### config.mk
export PLATFORM = sky130hd
export DESIGN_NAME = pipe_tag_tracker
export DESIGN_NICKNAME = d
export VERILOG_FILES = /design/src/rtl/pipe_tag_tracker.sv
export SDC_FILE = /design/constraint.sdc
export NUM_CORES = 1
export LEC_CHECK = 0
export CORE_ASPECT_RATIO = 0.75
export CORE_MARGIN = 1.5
export CORE_UTILIZATION = 65
export CTS_CLUSTER_DIAMETER = 40
export DETAILED_ROUTE_END_ITERATION = 10
export DONT_BUFFER_PORTS = 1
export PLACE_DENSITY = 0.78
export SYNTH_ARGS = -nofsm -noshare
export SYNTH_HDL_FRONTEND = slang
export SYNTH_SLANG_ARGS = --single-unit
### constraint.sdc
create_clock -name clock -period 4.21 [get_ports clock]
set_input_delay 1.263 -clock clock [delete_from_list [all_inputs] [get_ports clock]]
set_output_delay 1.263 -clock clock [all_outputs]
set_load 0.01 [all_outputs]
### src/rtl/pipe_tag_tracker.sv
// pipe_tag_tracker: carries ID-stage destination tags down the EXE/MEM/WB
// pipeline registers for the hazard/forwarding logic, inserts a bubble on a
// control-unit stall and keeps cycle/retire/stall event counters.
module pipe_tag_tracker #(
    parameter int CNT_W = 32
) (
    input  logic             clock,
    input  logic             reset,
    input  logic             wpcir,
    input  logic             dwreg,
    input  logic             dm2reg,
    input  logic             dwmem,
    input  logic             djal,
    input  logic             dregrt,
    input  logic [4:0]       drt,
    input  logic [4:0]       drd,
    input  logic             cnt_clr,
    output logic [4:0]       ern,
    output logic             ewreg,
    output logic             em2reg,
    output logic             ewmem,
    output logic [4:0]       mrn,
    output logic             mwreg,
    output logic             mm2reg,
    output logic             mwmem,
    output logic [4:0]       wrn,
    output logic             wwreg,
    output logic             wm2reg,
    output logic [CNT_W-1:0] cyc_cnt,
    output logic [CNT_W-1:0] ret_cnt,
    output logic [CNT_W-1:0] stall_cnt
);

    // Stage word carried through EXE and MEM.
    typedef struct packed {
        logic       valid;
        logic [4:0] rn;
        logic       wreg;
        logic       m2reg;
        logic       wmem;
    } stage_t;

    // WB no longer needs the store flag: the dmem write has completed in MEM.
    typedef struct packed {
        logic       valid;
        logic [4:0] rn;
        logic       wreg;
        logic       m2reg;
    } wb_stage_t;

    localparam stage_t    BUBBLE    = '{valid: 1'b0, rn: 5'd0, wreg: 1'b0, m2reg: 1'b0, wmem: 1'b0};
    localparam wb_stage_t WB_BUBBLE = '{valid: 1'b0, rn: 5'd0, wreg: 1'b0, m2reg: 1'b0};
    localparam logic [CNT_W-1:0] CNT_ZERO = '0;
    localparam logic [CNT_W-1:0] CNT_ONE  = CNT_W'(1);

    logic [4:0] drn_s;
    stage_t     e_r;
    stage_t     m_r;
    wb_stage_t  w_r;
    logic [CNT_W-1:0] cyc_cnt_r;
    logic [CNT_W-1:0] ret_cnt_r;
    logic [CNT_W-1:0] stall_cnt_r;

    // Destination register select for the ID instruction (jal forces r31).
    always_comb begin
        drn_s = drd;
        if (djal) begin
            drn_s = 5'd31;
        end else if (dregrt) begin
            drn_s = drt;
        end else begin
            drn_s = drd;
        end
    end

    // Pipeline registers: ID->EXE with bubble on stall, then plain shift to MEM and WB.
    always_ff @(posedge clock) begin
        if (reset) begin
            e_r <= BUBBLE;
            m_r <= BUBBLE;
            w_r <= WB_BUBBLE;
        end else begin
            if (wpcir) begin
                e_r <= '{valid: 1'b1, rn: drn_s, wreg: dwreg, m2reg: dm2reg, wmem: dwmem};
            end else begin
                e_r <= BUBBLE;
            end
            m_r <= e_r;
            w_r <= '{valid: m_r.valid, rn: m_r.rn, wreg: m_r.wreg, m2reg: m_r.m2reg};
        end
    end

    // Event counters: reset, then clear, take priority over increments; wrap freely.
    always_ff @(posedge clock) begin
        if (reset) begin
            cyc_cnt_r   <= CNT_ZERO;
            ret_cnt_r   <= CNT_ZERO;
            stall_cnt_r <= CNT_ZERO;
        end else if (cnt_clr) begin
            cyc_cnt_r   <= CNT_ZERO;
            ret_cnt_r   <= CNT_ZERO;
            stall_cnt_r <= CNT_ZERO;
        end else begin
            cyc_cnt_r <= cyc_cnt_r + CNT_ONE;
            if (w_r.valid) begin
                ret_cnt_r <= ret_cnt_r + CNT_ONE;
            end else begin
                ret_cnt_r <= ret_cnt_r;
            end
            if (!wpcir) begin
                stall_cnt_r <= stall_cnt_r + CNT_ONE;
            end else begin
                stall_cnt_r <= stall_cnt_r;
            end
        end
    end

    assign ern       = e_r.rn;
    assign ewreg     = e_r.wreg;
    assign em2reg    = e_r.m2reg;
    assign ewmem     = e_r.wmem;
    assign mrn       = m_r.rn;
    assign mwreg     = m_r.wreg;
    assign mm2reg    = m_r.m2reg;
    assign mwmem     = m_r.wmem;
    assign wrn       = w_r.rn;
    assign wwreg     = w_r.wreg;
    assign wm2reg    = w_r.m2reg;
    assign cyc_cnt   = cyc_cnt_r;
    assign ret_cnt   = ret_cnt_r;
    assign stall_cnt = stall_cnt_r;

endmodule

**Yosys cells after proc, flatten, opt, wreduce, memory -nomap -nowiden**

Index checks and enable logic that the tools add are counted.

- Add/subtract/negate cells: 3
- Bitwise logic cells: 1
- Mux-type cells: 3
- Reductions and logical operators: 2

Operators with widths:

| cell | number |
|---|---|
| $add 32x1->32 const B | 3 |
| $mux 5 | 2 |
| $mux 9 | 1 |
| $reduce_or 2->1 | 2 |
| $not 1->1 | 1 |

- Flip-flop bits (word level): 122
- Bits of input ports: 19
- Output and inout bits: 119
- Word-level logic and storage cells: 26

**Longest topological paths before layout**

- Word-level depth: 3
- Depth in mapped cells: 7
- Mapped depth without buffers: 5

**Worst setup path after synthesis**

Ideal clock, no wire load.

- Path type: input to register
- From: input wpcir
- To: register stall_cnt_r[23], in the netlist stall_cnt[23]
- Path buffers: 2
- Data required time: 4.140 ns
- Setup time: 0.070 ns
- Slack: 1.601 ns
- Cell stages on the path: 6
- Arrival time: 2.538 ns
- Cell sequence: and4b_1 -> clkbuf_1 -> nand4_1 -> clkbuf_1 -> or3_1 -> a21oi_1

RTL lines:

| item | RTL line | source |
|---|---|---|
| start, declared | 9 | `input logic wpcir,` |
| end signal, assigned | 111 | `stall_cnt_r <= stall_cnt_r + CNT_ONE;` |
| end signal, assigned | 113 | `stall_cnt_r <= stall_cnt_r;` |
| end, declared | 62 | `logic [CNT_W-1:0] stall_cnt_r;` |

**Worst setup path in the final report**

- From: register cyc_cnt_r[8], in the netlist cyc_cnt[8]
- To: register cyc_cnt_r[29], in the netlist cyc_cnt[29]

- Word-level cells in the longest chain between the ends: 1

Ends and longest elaborated chain:

| item | RTL line | source |
|---|---|---|
| start, declared | 60 | `logic [CNT_W-1:0] cyc_cnt_r;` |
| start signal, assigned | 104 | `cyc_cnt_r <= cyc_cnt_r + CNT_ONE;` |
| $add 32x1->32 | 104 |  |

No other way between the ends.
A chain may end at the register's enable or synchronous reset.

==> results.json <==
{
  "run_status": "completed",
  "detailed_place_hpwl_mm": 7.89,
  "synth_top_area_share": 0.459,
  "arrival_ns": 3.00,
  "reg2reg_slack_ns": 1.64,
  "hold_ws_ns": 0.438,
  "htreeDepth": 4,
  "netlist_top_cells_area": "dfxtp_1 46%, a21oi_1 4.5%, or4_1 4.2%",
  "dieHeight_um": 81.4,
  "cts_setup_buffers": 0,
  "final_common_cell": "dfxtp_1",
  "diodes": 0,
  "viasPerCell": 6.40,
  "hold_path.class": "flip-flop to flip-flop",
  "syn_nets": 623,
  "grt_pass1_wl_mm": 18.5,
  "synth_top_area_cell": "dfxtp_1",
  "rr_worst_depth": 4,
  "critical_path_class": "flip-flop to flip-flop",
  "layout_min_cycle_time_ns": 2.57,
  "r2r_end": "cyc_cnt[29]",
  "drtAntennaViolNets": 0,
  "dr.pass1.iters": 5,
  "skew_ns": 0.00699,
  "vdd_drop_max_uv": 322,
  "cts.clk_slew.worst_paths_ns": 0.06,
  "worstSkewPairLatency_ns": 0.51,
  "start_util": 0.672,
  "routedWlPerCell_um": 17.0,
  "ctsResizeCount": 0,
  "slowest_delay_ns": 0.78,
  "globalRouteTotalUtil": 0.267,
  "postPlaceCellArea_sq_mm": 0.00522,
  "syn_area_sq_mm": 0.00532,
  "cts_buffers": 17,
  "ys_seq_area_frac": 0.459,
  "cp_cell_sequence": "and4_1, nand4_1, or4_1, a21oi_1",
  "finalSetupTns_ns": 0,
  "gr-total-overflow": 0,
  "dr.first_iter.drc_count": 302,
  "cp.required_ns": 4.64,
  "holdPathEnd": "m_r[8]",
  "p_per_area_mw_per_mm2": 469,
  "synthCells": 601,
  "antenna_found_initial": 0,
  "drv_cap": 0,
  "pre_cts_ws_ns": 1.21,
  "gp_congestion": 0.801,
  "synth.distinct_cells": 42,
  "min_period_over_period": 0.612,
  "r2r_start": "cyc_cnt[8]",
  "die-width_um": 107,
  "postCtsHoldBufs": 0,
  "max_clock_freq_mhz": 388,
  "worstMarginPinSlew_ns": 1.01,
  "grt_max_degree": 53,
  "finalWirelength_mm": 11.7,
  "layout-drive-gt1-share": 0.0599,
  "cts_buffer_depth": 2,
  "drc": 0,
  "final_cell_area_sq_mm": 0.00586,
  "synth_area_per_cell_sq_um": 8.86,
  "postLayoutCoreUtil": 0.740,
  "die_area_sq_mm": 0.00875,
  "synth-warning-count": 0,
  "final-setup-viol-count": 0,
  "rsz0062_at_grt": "false",
  "portBuffers": 0,
  "slew_violations": 0,
  "slowest_stage": "or4_1",
  "first_global_vias": 3958,
  "worstHoldPathCells": 1,
  "area_growth_pct": 10.1,
  "critPathLaunchType": "flip-flop",
  "hold_viol": 0,
  "clock_sinks": 122,
  "worstPathMaxFanout": 27,
  "root_buffer": "clkbuf_8",
  "via_count": 4412,
  "p_leak_nw": 1.90,
  "cts_tree": "built",
  "yosys_register_bits": 122,
  "rows": 28,
  "relSlewSlack": 0.325,
  "core_sq_mm": 0.00792,
  "pin_count": 138,
  "worstHoldStart": "e_r[8]",
  "fin_ws_ns": 1.64,
  "nets": 594,
  "cp-end-kind": "flip-flop",
  "final_cell_mix": "122 x dfxtp_1, 48 x a21oi_1, 46 x nor2_1, 31 x nand2_1, 31 x nand4_1"
}
-- worst max-delay path, delay by kind of cell (launching register included) --
family	cells	cell delay (ns)
AO/OA/AOI/OAI	1	0.16
flip-flops	1	0.47
AND/OR/NAND/NOR	3	1.87
-- power breakdown --
group	leakage (nW)	switching (mW)	internal [mW]	total (mW)
Sequential	0.986	0.0124	1.17	1.18
Clock	0.317	0.485	1.05	1.53
Combinational	0.598	0.0218	0.0131	0.0349
-- routing by layer --
layer  GRT usage  part of all wire  up-vias
li1            -                 -     2132
met2       0.436              0.47      157
met5           0                 0        -
met3      0.0987             0.078       13
met4       0.100            0.0092        0
met1       0.325              0.44     2110
-- cell families (layout without fill, tap and decap cells) --
group / after synthesis / count (layout) / share of synthesized area
AND/OR/NAND/NOR: 263 / 263 / 0.284
flip-flops: 122 / 122 / 0.459
AO/OA/AOI/OAI: 112 / 112 / 0.127
buffers and inverters: 61 / 44 / 0.0557
XOR/XNOR: 34 / 34 / 0.0559
multiplexers: 6 / 6 / 0.0113
adder cells (fa/ha/maj): 3 / 3 / 0.00705
-- worst max path at each step --
| stage | slack (ns) | startpoint | end |
|---|---|---|---|
| floorplan | 1.60 | wpcir | stall_cnt[23] |
| global placement | 1.32 | wpcir | stall_cnt[31] |
| detailed placement | 1.21 | wpcir | stall_cnt[27] |
| CTS | 1.70 | cyc_cnt[8] | cyc_cnt[31] |
| global route | 1.43 | cyc_cnt[8] | cyc_cnt[31] |
| finish | 1.64 | cyc_cnt[8] | cyc_cnt[29] |
-- cell usage after synthesis --
cell type	number
dfxtp_1	122
a21oi_1	48
nor2_1	46
nand2_1	31
nand4_1	31
or4_1	30
o31ai_1	27
nand3_1	26
clkbuf_1	25
xor2_1	24
nor2b_1	23
or3_1	23
and4_1	15
buf_4	15
o21ai_0	15
inv_1	12
and3_1	11
xnor2_1	10
and2_1	9
mux2i_1	6
a211oi_1	5
buf_1	5
nor3_1	5
nor4_1	5
o21a_1	5
o21ai_1	5
buf_2	3
ha_1	3
a31oi_1	2
o31a_1	2
a31o_2	1
a41o_1	1
and3b_1	1
and4b_1	1
buf_6	1
nand2b_1	1
nand4_4	1
nor3b_1	1
o311ai_1	1
or2_1	1
or2_2	1
or3_2	1
-- through the flow --
| step | std cells | power (mW) |
|---|---|---|
| after floorplan | 601 | 1.24 |
| after global placement | 658 | 1.24 |
| after detailed placement | 658 | 1.24 |
| after CTS | 689 | 2.77 |
| after global routing | 689 | 2.83 |
| final | 689 | 2.75 |
-- flip-flops by register name, summed over array words and instances (netlist names), 5 cells and up --
signal and count:
cyc_cnt 32, ret_cnt 32, stall_cnt 32, ern 5, mrn 5, wrn 5
-- layout make-up --
type	instances	area, sq um
Multi-Input combinational cell	418	2580
Sequential cell	122	2440
Fill cell	572	2060
Clock buffer	24	500
Clock inverter	7	135
Tap cell	105	131
Inverter	12	45.0
Timing Repair Buffer	1	20.0
(Power assumes the default switching activity.)
